`src/rtl/lbp_code_gen.sv`:
```
// LBP code generator: aligns raw centre/axial pixels with the interpolated
// diagonals, rounds/saturates them, thresholds against the centre and counts frame pixels.
module lbp_code_gen #(
   parameter int INTERP_LAT = 3,
   parameter int IMG_WIDTH  = 640,
   parameter int IMG_HEIGHT = 480
) (
   input  logic        clk,
   input  logic        rst,
   input  logic        valid_i,
   input  logic [7:0]  center_i,
   input  logic [7:0]  p0_i,
   input  logic [7:0]  p90_i,
   input  logic [7:0]  p180_i,
   input  logic [7:0]  p270_i,
   input  logic [23:0] i45_i,
   input  logic [23:0] i135_i,
   input  logic [23:0] i225_i,
   input  logic [23:0] i315_i,
   output logic [7:0]  code_o,
   output logic        valid_o,
   output logic        done_o
);

   localparam int NPIX  = IMG_WIDTH * IMG_HEIGHT;
   localparam int CNT_W = (NPIX > 1) ? $clog2(NPIX) : 1;
   localparam logic [CNT_W-1:0] CNT_LAST = CNT_W'(NPIX - 1);

   typedef struct packed {
      logic       vld;
      logic [7:0] ctr;
      logic [7:0] a0;
      logic [7:0] a90;
      logic [7:0] a180;
      logic [7:0] a270;
   } raw_t;

   // Q8.16 -> 8 bit, round half up, clamp at 255
   function automatic logic [7:0] round_sat(input logic [23:0] x);
      logic [8:0] r;
      r = 9'(({1'b0, x} + 25'h0008000) >> 16);
      return r[8] ? 8'hFF : r[7:0];
   endfunction

   raw_t dl_q [INTERP_LAT];
   raw_t dl_d [INTERP_LAT];
   raw_t tap;

   logic            sa_vld_q, sa_vld_d;
   logic [7:0]      sa_ctr_q, sa_ctr_d;
   logic [7:0][7:0] sa_nb_q, sa_nb_d;

   logic [7:0]       code_q, code_d;
   logic             valid_q, valid_d;
   logic             done_q, done_d;
   logic [CNT_W-1:0] cnt_q, cnt_d;

   always_comb begin
      dl_d[0] = '{vld: valid_i, ctr: center_i, a0: p0_i, a90: p90_i,
                  a180: p180_i, a270: p270_i};
      for (int i = 1; i < INTERP_LAT; i++) begin
         dl_d[i] = dl_q[i-1];
      end
   end

   assign tap = dl_q[INTERP_LAT-1];

   // Neighbour index k doubles as the code bit position (k*45 degrees)
   always_comb begin
      sa_vld_d   = tap.vld;
      sa_ctr_d   = tap.ctr;
      sa_nb_d    = '0;
      sa_nb_d[0] = tap.a0;
      sa_nb_d[1] = round_sat(i45_i);
      sa_nb_d[2] = tap.a90;
      sa_nb_d[3] = round_sat(i135_i);
      sa_nb_d[4] = tap.a180;
      sa_nb_d[5] = round_sat(i225_i);
      sa_nb_d[6] = tap.a270;
      sa_nb_d[7] = round_sat(i315_i);
   end

   always_comb begin
      code_d  = code_q;
      valid_d = sa_vld_q;
      done_d  = 1'b0;
      cnt_d   = cnt_q;
      if (sa_vld_q) begin
         for (int k = 0; k < 8; k++) begin
            code_d[k] = (sa_nb_q[k] >= sa_ctr_q);
         end
         if (cnt_q == CNT_LAST) begin
            cnt_d  = '0;
            done_d = 1'b1;
         end else begin
            cnt_d = cnt_q + CNT_W'(1);
         end
      end
   end

   always_ff @(posedge clk) begin
      if (rst) begin
         for (int i = 0; i < INTERP_LAT; i++) begin
            dl_q[i] <= '0;
         end
         sa_vld_q <= 1'b0;
         sa_ctr_q <= '0;
         sa_nb_q  <= '0;
         code_q   <= '0;
         valid_q  <= 1'b0;
         done_q   <= 1'b0;
         cnt_q    <= '0;
      end else begin
         for (int i = 0; i < INTERP_LAT; i++) begin
            dl_q[i] <= dl_d[i];
         end
         sa_vld_q <= sa_vld_d;
         sa_ctr_q <= sa_ctr_d;
         sa_nb_q  <= sa_nb_d;
         code_q   <= code_d;
         valid_q  <= valid_d;
         done_q   <= done_d;
         cnt_q    <= cnt_d;
      end
   end

   assign code_o  = code_q;
   assign valid_o = valid_q;
   assign done_o  = done_q;

endmodule

```
`config.mk`:
```
export PLATFORM = sky130hd
export DESIGN_NAME = lbp_code_gen
export DESIGN_NICKNAME = d
export VERILOG_FILES = /design/src/rtl/lbp_code_gen.sv
export SDC_FILE = /design/constraint.sdc
export NUM_CORES = 1
export LEC_CHECK = 0
export ABC_AREA = 1
export BUFFER_PORTS_ARGS = -buffer_cell sky130_fd_sc_hd__buf_2
export CORE_ASPECT_RATIO = 1.1
export CORE_MARGIN = 4
export CORE_UTILIZATION = 56
export CTS_CLUSTER_SIZE = 24
export DETAILED_ROUTE_END_ITERATION = 10
export GPL_TIMING_DRIVEN = 1
export PLACE_DENSITY = 0.77
export SYNTH_ARGS = -nofsm -noshare
export SYNTH_HDL_FRONTEND = slang
export SYNTH_SLANG_ARGS = --single-unit
```
`constraint.sdc`:
```
create_clock -name clk -period 1.4 [get_ports clk]
set_input_delay 0.21 -clock clk [delete_from_list [all_inputs] [get_ports clk]]
set_output_delay 0.21 -clock clk [all_outputs]
set_load 0.05 [all_outputs]
```
==> results by group <==
Timing
  • Final period util: 109%
  • Clock skew: around 0.0063 ns
  • Fin. Hold Viols: 0
  • Slew Viols, Final: 0
  • Worst slew pin tran: 0.551 ns
  • Final TNS setup: -0.556 ns
  • Min cycle time layout: 1.53 ns
  • Final setup viols: 8
  • RSZ-0062 raised after global routing: true
  • Max frequency: 653 MHz
  • Final WS setup: -0.132 ns
  • Slew headroom: a little over three fifths

Logic synthesis
  • Syn_nets: between 1000 and 1500
  • Post-Synthesis Cells: 1122
  • Sequential fraction of the synthesis area: between 50% and 60%
  • Post-Synth Simple-Gate Area: 21.8%
  • Number of distinct library cells after synthesis: 24
  • Top-area cell type share of the netlist area: 50.7%
  • Largest family of logic cells by synthesized area: simple AND/OR/NAND/NOR gates
  • Synth top area cells: dfxtp_1 (51%), nor2_1 (10%), inv_1 (10%)
  • Avg Inst Size Synth: roughly 8 um2
  • #FFs+latches synth: 225
  • Compound-gate portion of the synthesized area: 3.84%
  • Multiplexer area fraction after synthesis: 0%
  • Post-Synth XOR/XNOR Area: 2.36%
  • Post-synthesis adder-cell area fraction: 9.71%
  • Post-Synthesis Cell Area: 8890 um2
  • Yosys top cell by area: dfxtp_1
  • Warnings from Yosys: 0

GRT
  • Pin count of the biggest net entering global routing: roughly 110
  • First-pass GRT wire length: 29300 um
  • GRT Total Usage: about 19%
  • Gr ovfl total: 0
  • Vias in the first global route: 6695
  • Antenna violations before repair: 0

Run status
  • Violated checks: setup timing
  • Outcome: complete, but fails checks

Hold path
  • Hold Crit Depth: 3
  • Hold EP: sa_nb_q[30]
  • Min-delay worst type: in2reg
  • Hold path start: i135_i[23]

Routing
  • Vias: 6992
  • Drc violations: 0
  • Iteration-0 DRC Markers: 355
  • Routed Antenna Nets: 0
  • Post-DR wirelength/cell: 12.3 um
  • Final WL: between 15000 and 20000 um
  • Router iterations before antenna repair: 4
  • Avg Vias per Cell: 4.66

Setup path
  • Worst-path cell chain: clkinvlp_4, buf_12, ha_4, nand2_2, inv_1, and3_1, nor2_2, a21oi_2
  • CP max-delay cell: dfxtp_2
  • Critical Path Start Type: register
  • Worst R2R Start: sa_ctr_q[7]
  • Worst path max stage delay: approximately 0.34 ns
  • Reg2Reg Setup Slack: -0.13 ns
  • FF-to-FF path depth: 8
  • CP max FO: 7
  • CP Capture Type: register
  • CP required: 1.82 ns
  • Kind of critical path: reg2reg
  • FF-to-FF End: code_o[2]
  • Critical path arrival: roughly 2 ns

Die
  • Die H: 140 um
  • Row count: 48
  • Die width: 128 um
  • Initial Utilization: 56.9%
  • Boundary pin count: 149
  • Core footprint: ~16000 um2
  • Die area: 18000 um2

Placed design
  • Setup WS pre-CTS: -0.0864 ns
  • PortBufs: 88
  • Gpl congestion: 0.877
  • Final HPWL DP: 10400 um

Power
  • Power per Cell Area: 1220 nW/um2
  • Worst vdd ir: 0.00111 V
  • Sw Ratio: 21.8%
  • P_int: 11.0 mW
  • Register share of total power: 47.6%
  • Clock power share: 44.6%
  • Switch Pwr: roughly 3 mW
  • Combinational Power Share: under 10%
  • LEAKAGE: approximately 5.4 nW

Final layout
  • Diodes inserted: 0
  • Nets: 1494
  • Area of the multi-input gates: 3840 um2
  • Fillcell total: 1086
  • Layout area overhead: 29.9%
  • Sequential cell area: 4520 um2
  • Layout cells sized above 1: 19.0%
  • Most frequent cells in the layout: nor2_1 (239), inv_1 (236), dfxtp_1 (215), nand2_1 (127), buf_2 (87)
  • Commonest non-fill, non-tap cell in the layout: nor2_1

Clock network
  • H-tree Lvls: 1
  • Reg clk slew, reported paths: 0.06 ns
  • CTS Buf Count: 23
  • CTS tree: yes
  • Latest clock arrival within the worst-skew pair: ~0.5 ns
  • CTS Sinks: about 230
  • Clk root buf: clkbuf_16
  • Clock Tree Buf Depth: 3

Flow run
  • Max-cap violations: 0
cell families (layout without fill, tap and decap cells):
logic type,Yosys count,count (layout)
simple gates,470,470
buf+inv,270,450
xor+xnor,24,24
fa+ha+maj,69,69
flops,225,225
compound gates,64,64
area by class of cell:
| class | count | share of cell area, % |
|---|---|---|
| clock buffers | 31 | 5.77 |
| clock inverters | 10 | 1.17 |
| inverters | 245 | 8.16 |
| multi-input cells | 627 | 33.2 |
| flip-flops and latches | 225 | 39.1 |
| well taps | 200 | 2.17 |
| repair buffers | 164 | 10.4 |
flip-flops by register name, indices dropped and copies added, names as in the netlist:
| name | cells |
|---|---|
| dl_q | 123 |
| sa_nb_q | 64 |
| cnt_q | 19 |
| code_o | 8 |
| sa_ctr_q | 8 |
| done_o | 1 |
| sa_vld_q | 1 |
| valid_o | 1 |
layer usage:
metal	global-route usage, %	share of wire [%]
met3	3.51	4.5
met2	34.7	51
met4	6.87	2.7
met5	0	0
met1	23.2	42
synth_stat cells:
cell type,n
nor2_1,248
inv_1,244
dfxtp_1,225
nand2_1,133
ha_1,69
a21oi_1,45
nand3_1,43
buf_2,15
xor2_1,14
nor3_1,10
o21ai_0,10
xnor2_1,10
nand4_1,9
and3_1,8
clkbuf_1,8
nor2_2,8
o21bai_1,8
nand2_2,6
buf_1,2
nand3_2,2
nor2_4,2
a31oi_1,1
inv_2,1
nor4_1,1
how the worst max path moves through the flow:
stage,from,to,slack [ns],depth (start not counted)
2_1_floorplan,cnt_q[0],cnt_q[11],0.13,8
3_3_place_gp,sa_ctr_q[7],code_o[7],-0.05,8
3_5_place_dp,sa_ctr_q[1],code_o[7],-0.09,8
4_1_cts,sa_ctr_q[1],code_o[7],-0.02,9
5_1_grt,sa_ctr_q[2],code_o[2],-0.17,8
6_report,sa_ctr_q[7],code_o[2],-0.13,8
per-stage QoR:
step / hold WS [ns] / instances / power (mW) / cell area (um2) / utilization (%)
CTS: 0.0101 / 1498 / 14.1 / 11200 / 71.6
detailed placement: 0.392 / 1402 / 7.71 / 9630 / 61.7
global placement: 0.391 / 1402 / 7.68 / 9630 / 61.7
finish: 0.0231 / 1502 / 14.1 / 11500 / 73.9
floorplan: 0.317 / 1122 / 7.42 / 8890 / -
global route: 0.0296 / 1502 / 14.6 / 11500 / 73.9
critical path: cells and delay by family (launching register included):
family / cells / cell delay [ns]
AOI/OAI and AO/OA: 1 / 0.14
adders and majority gates: 1 / 0.27
buffers and inverters: 3 / 0.40
DFF: 1 / 0.34
and+or+nand+nor: 3 / 0.33
power by group through the flow:
stage,Clock (mW),Combinational (mW),Sequential (mW)
floorplan,0,0.581,6.84
global placement,0,0.843,6.83
detailed placement,0,0.873,6.84
CTS,6.40,1.01,6.70
global route,6.66,1.25,6.73
finish,6.29,1.09,6.71
what timing repair did:
action / in CTS / in global routing
hold buffers: 43 / 0
setup endpoints to repair: 16 / 20
pin swaps: 10 / 33
buffers inserted: 12 / 4
endpoints found under the hold margin: 50 / 0
gates resized for setup: 27 / 58
(Power assumes the default switching activity.)
